File: config.mk
export PLATFORM = sky130hd
export DESIGN_NAME = dac_stream_scheduler
export DESIGN_NICKNAME = d
export VERILOG_FILES = /design/src/rtl/dac_stream_scheduler.sv
export SDC_FILE = /design/constraint.sdc
export NUM_CORES = 1
export LEC_CHECK = 0
export CAP_MARGIN = 5
export CORE_ASPECT_RATIO = 0.9
export CORE_MARGIN = 2
export CORE_UTILIZATION = 48
export DETAILED_ROUTE_END_ITERATION = 10
export GPL_TIMING_DRIVEN = 0
export PLACE_DENSITY_LB_ADDON = 0.15
export SLEW_MARGIN = 15
export SYNTH_ARGS = -nofsm -noshare
export SYNTH_HDL_FRONTEND = slang
export SYNTH_SLANG_ARGS = --single-unit
File: constraint.sdc
create_clock -name clk_100MHz -period 5 [get_ports clk_100MHz]
set_input_delay 0.5 -clock clk_100MHz [delete_from_list [all_inputs] [get_ports clk_100MHz]]
set_output_delay 0.5 -clock clk_100MHz [all_outputs]
set_load 0.01 [all_outputs]
File: src/rtl/dac_stream_scheduler.sv
// dac_stream_scheduler: buffers 8-bit slices of FIR samples and paces them out to a DAC driver.
// Latency: a tick in cycle N gives DAC_Start=1 and valid DAC_Data in cycle N+1; a pushed sample is poppable one cycle later.
// Backpressure: s_tready drops while the FIFO is full; late ticks are dropped and flagged, never queued.
//
// Optional build macro: DAC_SCHED_SAT_EN (saturate the slice instead of truncating it).
//
// Ports:
//   clk_100MHz  system clock, rising edge         Rst         synchronous active-low reset
//   s_tvalid/s_tready/s_tdata  FIR sample stream  Shift       LSB index of the 8-bit slice
//   Period      DAC update interval in clocks     DAC_Busy    DAC driver conversion in progress
//   DAC_Start   one-cycle conversion request      DAC_Data    offset-binary code to DAC driver
//   Clr_Status  clears sticky flags               Status      [0] Underrun, [1] Tick_Miss
//   Fill_Level  FIFO occupancy
module dac_stream_scheduler #(
  parameter int FIFO_DEPTH = 4,
  parameter int PERIOD_MIN = 2
) (
  input  logic        clk_100MHz,
  input  logic        Rst,
  input  logic        s_tvalid,
  output logic        s_tready,
  input  logic [23:0] s_tdata,
  input  logic [3:0]  Shift,
  input  logic [15:0] Period,
  input  logic        DAC_Busy,
  output logic        DAC_Start,
  output logic [7:0]  DAC_Data,
  input  logic        Clr_Status,
  output logic [1:0]  Status,
  output logic [4:0]  Fill_Level
);

  localparam int         AW     = (FIFO_DEPTH > 1) ? $clog2(FIFO_DEPTH) : 1;
  localparam logic [4:0] DEPTH5 = 5'(FIFO_DEPTH);
  localparam logic [15:0] PMIN  = 16'(PERIOD_MIN);

  typedef enum logic [1:0] {IDLE, START, ACK, DONE} state_t;

  state_t      state_q, state_d;
  logic [7:0]  mem_q [FIFO_DEPTH];
  logic [AW-1:0] wr_q, rd_q;
  logic [4:0]  count_q;
  logic        rdy_q;
  logic [15:0] cnt_q, per_q;
  logic [7:0]  data_q;
  logic [1:0]  status_q;

  logic        push, pop, tick;
  logic        underrun_set, miss_set;
  logic [4:0]  sh;
  logic [7:0]  slice;
  logic [7:0]  push_code;
  logic [15:0] per_eff;

  // Shift is clamped to 16 so the slice never runs past bit 23.
  assign sh = ({1'b0, Shift} > 5'd16) ? 5'd16 : {1'b0, Shift};

`ifdef DAC_SCHED_SAT_EN
  logic [23:0] shifted;
  logic        ovf;
  // Arithmetic shift: bits [23:7] are s_tdata[23:sh+7] plus sign copies,
  // so they are all equal exactly when the slice represents the value.
  assign shifted   = $signed(s_tdata) >>> sh;
  assign slice     = shifted[7:0];
  assign ovf       = ~((&shifted[23:7]) | ~(|shifted[23:7]));
  assign push_code = ovf ? (s_tdata[23] ? 8'h00 : 8'hFF) : {~slice[7], slice[6:0]};
`else
  assign slice     = 8'(s_tdata >> sh);
  assign push_code = {~slice[7], slice[6:0]};
`endif

  // rdy_q keeps s_tready low through reset and for the reset cycle itself.
  assign s_tready   = rdy_q && (count_q != DEPTH5);
  assign push       = s_tvalid && s_tready;
  assign Fill_Level = count_q;
  assign DAC_Data   = data_q;
  assign Status     = status_q;

  // Interval is latched at wrap, so a Period change never shortens the current interval.
  assign per_eff = (Period < PMIN) ? PMIN : Period;
  assign tick    = (cnt_q == per_q - 16'd1);

  always_ff @(posedge clk_100MHz) begin
    if (push) begin
      mem_q[wr_q] <= push_code;
    end
  end

  always_ff @(posedge clk_100MHz) begin
    if (!Rst) begin
      state_q  <= IDLE;
      wr_q     <= '0;
      rd_q     <= '0;
      count_q  <= '0;
      rdy_q    <= 1'b0;
      cnt_q    <= '0;
      per_q    <= per_eff;
      data_q   <= 8'h80;
      status_q <= 2'b00;
    end else begin
      state_q <= state_d;
      rdy_q   <= 1'b1;
      if (push) begin
        wr_q <= wr_q + AW'(1);
      end
      if (pop) begin
        rd_q   <= rd_q + AW'(1);
        data_q <= mem_q[rd_q];
      end
      count_q <= count_q + {4'b0, push} - {4'b0, pop};
      if (tick) begin
        cnt_q <= '0;
        per_q <= per_eff;
      end else begin
        cnt_q <= cnt_q + 16'd1;
      end
      // Set wins over a simultaneous clear.
      status_q <= (status_q & ~{2{Clr_Status}}) | {miss_set, underrun_set};
    end
  end

  always_comb begin
    state_d      = state_q;
    pop          = 1'b0;
    underrun_set = 1'b0;
    miss_set     = 1'b0;
    DAC_Start    = 1'b0;
    case (state_q)
      IDLE: begin
        if (tick) begin
          state_d = START;
          // Empty FIFO: DAC_Data is left alone, so the last code is re-issued.
          if (count_q != 5'd0) pop = 1'b1;
          else                 underrun_set = 1'b1;
        end
      end
      START: begin
        DAC_Start = 1'b1;
        miss_set  = tick;
        state_d   = ACK;
      end
      ACK: begin
        miss_set = tick;
        if (DAC_Busy) state_d = DONE;
      end
      DONE: begin
        miss_set = tick;
        if (!DAC_Busy) state_d = IDLE;
      end
      default: state_d = IDLE;
    endcase
  end

endmodule

Word-level counts from Yosys, hierarchy flattened
Memory sizes are Yosys's and may differ from the RTL's. A register that Yosys moved wholly into a read port is not among the register bits.
Cells that the tools add are included.
{ "word_totals": {"mem_bits_rw": 32, "romBits": 0, "in_bits": 49, "n_memories": 1, "output_inout_bits": 17, "wordCells": 59, "latch_bits": 0, "reg_bits": 46} }
{ "mem_list": {"columns": ["name", "depth", "word_bits", "rd", "rd_clocked_by_memory_dff", "write_ports", "line_no", "rtl"], "rows": [
  ["mem_q", 4, 8, 1, 1, 1, "40", "logic [7:0] mem_q [FIFO_DEPTH];"]
]} }
{ "op_classes": {"div": 0, "add_sub_neg": 6, "n_mux": 19, "shift": 1, "n_reduce_logical": 8, "n_lt_le_gt_ge": 2, "bitwise": 5, "multipliers": 0, "n_eq_ne": 9} }
{ "op_table": {"columns": ["cell", "count"], "rows": [
  ["16-bit two-way mux", 3],
  ["24-bit by 5-bit right shift with 8-bit output", 1],
  ["16-bit by 1-bit adder with 16-bit output, second input constant", 1],
  ["16-bit equality test", 1],
  ["16-bit by 2-bit < comparator with 1-bit output, second input constant", 1],
  ["16-bit by 1-bit subtractor with 16-bit output, second input constant", 1],
  ["1-bit two-way mux", 11],
  ["2-bit one-hot mux with 4 select lines", 1],
  ["2-bit two-way mux", 3],
  ["2-bit != test, second input constant", 3],
  ["5-bit by 1-bit adder with 5-bit output", 1],
  ["4-bit by 5-bit greater-than comparator with 1-bit output, second input constant", 1],
  ["5-bit two-way mux", 1],
  ["5-bit by 3-bit != test with 1-bit output, second input constant", 1],
  ["5-bit nonzero test", 1],
  ["5-bit by 1-bit subtractor with 5-bit output", 1],
  ["2-bit by 1-bit adder with 2-bit output, second input constant", 2],
  ["2-bit equality test, second input constant", 2],
  ["3-bit AND reduction", 1],
  ["3-bit OR reduction", 1],
  ["2-bit AND", 1],
  ["2-bit by 1-bit equality test with 1-bit output, second input constant", 1],
  ["1-bit logical AND", 2],
  ["2-bit zero test", 1],
  ["other kinds (6)", 7]
]} }

Logic depth before layout (Yosys ltp)
{ "depth": {"word_depth": 5, "mapped_depth": 17, "ltp_nobuf": 17} }

Worst setup path after synthesis
OpenSTA, ideal clock, no wires.
{ "synth_path": {"kind": "register -> register", "startpoint": "register per_q[3]", "endpoint": "register count_q[4], in the netlist Fill_Level[4]", "path_buffers": 1, "path_stages_with_launch": 16, "slack_ns": 0.701, "required_time_ns": 4.930, "t_arrival_ns": 4.229, "setup_time_ns": 0.070, "period_less_slack_ns": 4.299, "cell_sequence": "edfxtp_1 -> buf_2 -> or4_4 -> or3_4 -> xnor2_1 -> or4_1 -> or4b_1 -> nor4b_2 -> ha_1 -> inv_1 -> ha_1 -> fa_1 -> a21oi_1 -> nor2_1 -> or3_1 -> a21oi_1"} }
{ "synth_via": {"elab_chain_cells": 5} }
{ "synth_lines": {"columns": ["element", "line_no", "rtl"], "rows": [
  ["start: declaration", "44", "logic [15:0] cnt_q, per_q;"],
  ["start signal: assignment", "97", "per_q <= per_eff;"],
  ["start signal: assignment", "113", "per_q <= per_eff;"],
  ["16-bit by 1-bit subtractor with 16-bit output", "81", "assign tick = (cnt_q == per_q - 16'd1);"],
  ["16-bit equality test", "81", null],
  ["1-bit two-way mux", "130", "if (tick) begin"],
  ["1-bit two-way mux", "128", "case (state_q)"],
  ["named net pop", "48", "logic push, pop, tick;"],
  ["5-bit by 1-bit subtractor with 5-bit output", "110", "count_q <= count_q + {4'b0, push} - {4'b0, pop};"],
  ["end signal: assignment", "110", null],
  ["end: declaration", "42", "logic [4:0] count_q;"]
]} }
The timed path passes the listed nets, and every way through them passes these cells.
A chain may end at the register's enable or synchronous reset.

Final worst setup path
Same ends and word-level chain as after synthesis.

==> flow_metrics.py <==
metrics = {
    "timing": {
        "clock.fmax_mhz": 217,
        "tightest_slew_ns": 1.00,
        "final_hold_viol_count": 0,
        "slew_headroom": 0.331,
        "finalWorstSetupSlack_ns": 0.395,
        "setup_violations": 0,
        "period_minus_slack_ns": 4.61,
        "fin_skew_ns": 0.0168,
        "rsz0062_at_grt": "false",
        "tns_ns": 0,
        "slew_viol_final": 0,
        "post-route-period-util": 0.921,
    },
    "worst_setup_path": {
        "cp_slowest_cell": "or4_1",
        "crit_fanout": 8,
        "r2r-start": "per_q[3]$_SDFFCE_PN0P_",
        "crit_required_ns": 5.29,
        "slowest_delay_ns": 0.58,
        "crit_family": "simple AND/OR/NAND/NOR gates",
        "cp-start-kind": "register",
        "crit_buf_inv": 2,
        "cp-end-kind": "register",
        "arrival_ns": 4.89,
        "critPathLaunch": "per_q[3]$_SDFFCE_PN0P_",
        "crit_type": "register to register",
        "crit_chain": "buf_2, or4_4, or3_4, xnor2_1, or4_1, or4b_1, nor4b_2, ha_1, inv_1, ha_1, fa_1, a21oi_1, nor2_1, or3_1, a21oi_1",
    },
    "place": {
        "place_inst": 642,
        "dp_hpwl_um": 7530,
        "post-place-ws_ns": 0.409,
        "placement.io_buffers": 62,
        "gp_congestion": 0.864,
        "place_area_um2": 5590,
    },
    "drt": {
        "drt_iter0_markers": 164,
        "ant_nets": 0,
        "drc_errors": 0,
        "wl_per_cell_um": 15.2,
        "vias": 3624,
        "first_pass_iters": 5,
        "viasPerCell": 5.51,
        "drt-total-wl_um": 10000,
    },
    "floorplan": {
        "die_h_um": 99.0,
        "die_area_um2": 10800,
        "row_count": 34,
        "die_x_um": 110,
        "core_area_um2": 9700,
        "floorplan.initialDensity": 0.496,
        "io_pins": 66,
    },
    "layout": {
        "layout-drive-gt1-share": 0.103,
        "syn2layout_area_growth_pct": 20.1,
        "final_cells": 658,
        "fillers": 853,
        "nets": 593,
        "design_area_um2": 5780,
        "diodes": 0,
    },
    "clock_tree": {
        "ctsResizeCount": 0,
        "clock_sinks": 86,
        "clkTransAtPathRegs_ns": 0.09,
        "postCtsSetupBuffers": 0,
        "cts_made_buffers": 9,
        "h-tree-depth": 3,
        "clockRootBuffer": "clkbuf_8",
        "cts_tree": "done",
        "clock_latency_ns": 0.35,
        "cts_hold_buffers": 0,
        "cts_buffer_depth": 2,
    },
    "power_and_ir_drop": {
        "power_density_nw_per_um2": 267,
        "power_mw": 1.54,
        "ir_drop_uv": 145,
        "p_leak_nw": 2.01,
    },
    "synthesis": {
        "ys_seq_area_frac": 0.458,
        "yosys.area.top_type_share": 0.300,
        "yosys_register_bits": 86,
        "synthArstFlopShare": 0,
        "yosysMostFrequentCell": "edfxtp_1",
        "syn_avg_cell_area_um2": 10.6,
        "yosysWarnings": 0,
        "synth-edff-count": 48,
        "syn-num-nets": 520,
        "synthCells": 454,
        "syn_area_um2": 4810,
        "synthTopCellsByCount": "edfxtp_1, nor2_1, dfxtp_1",
        "synthTopCellsByArea": "edfxtp_1, dfxtp_1, mux4_2",
        "synthFlopType": "edfxtp_1",
        "synth_cell_types": 54,
        "yosysTopAreaCell": "edfxtp_1",
    },
    "global_route": {
        "grt_pass1_wl_um": 16700,
        "grt_pass1_vias": 3525,
        "grtUsageTotal": 0.196,
        "antenna_found_initial": 0,
        "grt-ovfl-total": 0,
        "grt_max_degree": 26,
    },
    "job": {
        "drv_cap": 0,
    },
    "status": {
        "status": "complete, no violations",
    },
    "hold_path": {
        "hp-class": "register to register",
        "min_from": "DAC_Data[1]$_SDFFE_PN0P_",
    },
}
layout by cell type, fill, tap and decap left out, types with 16 or more instances in the layout:
master	n
a21oi_1	28
ha_1	16
nand2_1	24
dfxtp_1	38
o21ai_0	21
xnor2_1	23
nor2_1	39
inv_1	16
nand3_1	18
clkdlybuf4s50_1	62
mux2i_1	16
clkbuf_1	25
edfxtp_1	48
state kept, by name (all words and copies together) (netlist names):
name	flops
rdy_q	1
state_q	2
per_q	16
mem_q	32
rd_q	2
Status	2
cnt_q	16
Fill_Level	5
wr_q	2
DAC_Data	8
area by class of cell:
class                           instances  area [um2]  area share
Tap cell                              126         158      0.0273
Inverter                               17        63.8      0.0110
Multi-Input combinational cell        318        2410       0.417
Clock inverter                          5        37.5     0.00650
Buffer                                 33         131      0.0227
Timing Repair Buffer                   62         621       0.107
Clock buffer                           11         153      0.0264
Sequential cell                        86        2200       0.381
through the flow:
step	hold WS [ns]	utilization
final	0.478	0.596
after global routing	0.508	0.596
after global placement	0.457	0.576
after CTS	0.479	0.596
after floorplan	0.464	-
after detailed placement	0.466	0.576
where the power goes:
group,switching (mW),total [mW],internal (mW)
registers,0.0234,0.806,0.783
logic,0.131,0.265,0.134
clock network,0.256,0.471,0.215
total,0.410,1.54,1.13
kinds of logic (layout without fill, tap and decap cells):
| group | after synthesis | count (layout) | share of synthesized area |
|---|---|---|---|
| compound gates | 72 | 72 | 0.0903 |
| buf+inv | 50 | 128 | 0.0406 |
| flops | 86 | 86 | 0.458 |
| fa+ha+maj | 17 | 17 | 0.0458 |
| simple gates | 150 | 150 | 0.170 |
| xor+xnor | 37 | 37 | 0.0703 |
| mux | 42 | 42 | 0.125 |
per-layer routing:
metal  up-vias  routed length (um)  track usage
li1       1793                   -            -
met1      1716                4820        0.272
met2       108                4540        0.314
met3         7                 557       0.0470
met4         0                  81       0.0428
met5         -                   0            0
path summary, 6_finish.rpt:
path / endpoint / slack [ns] / cells past startpoint
worst max-delay path: Fill_Level[4]$_SDFF_PN0_ / 0.39 / 15
worst min-delay path: DAC_Data[1]$_SDFFE_PN0P_ / 0.48 / 2
worst max register to register: Fill_Level[4]$_SDFF_PN0_ / 0.39 / 15
worst min register to register: DAC_Data[1]$_SDFFE_PN0P_ / 0.48 / 2
worst reg2reg max path, cell delays in order, from the launching register on:
cell and delay [ns]:
edfxtp_1 0.37, buf_2 0.18, or4_4 0.57, or3_4 0.41
xnor2_1 0.13, or4_1 0.58, or4b_1 0.56, nor4b_2 0.23
ha_1 0.15, inv_1 0.04, ha_1 0.20, fa_1 0.41
a21oi_1 0.16, nor2_1 0.07, or3_1 0.35, a21oi_1 0.15
(Power assumes the default switching activity.)
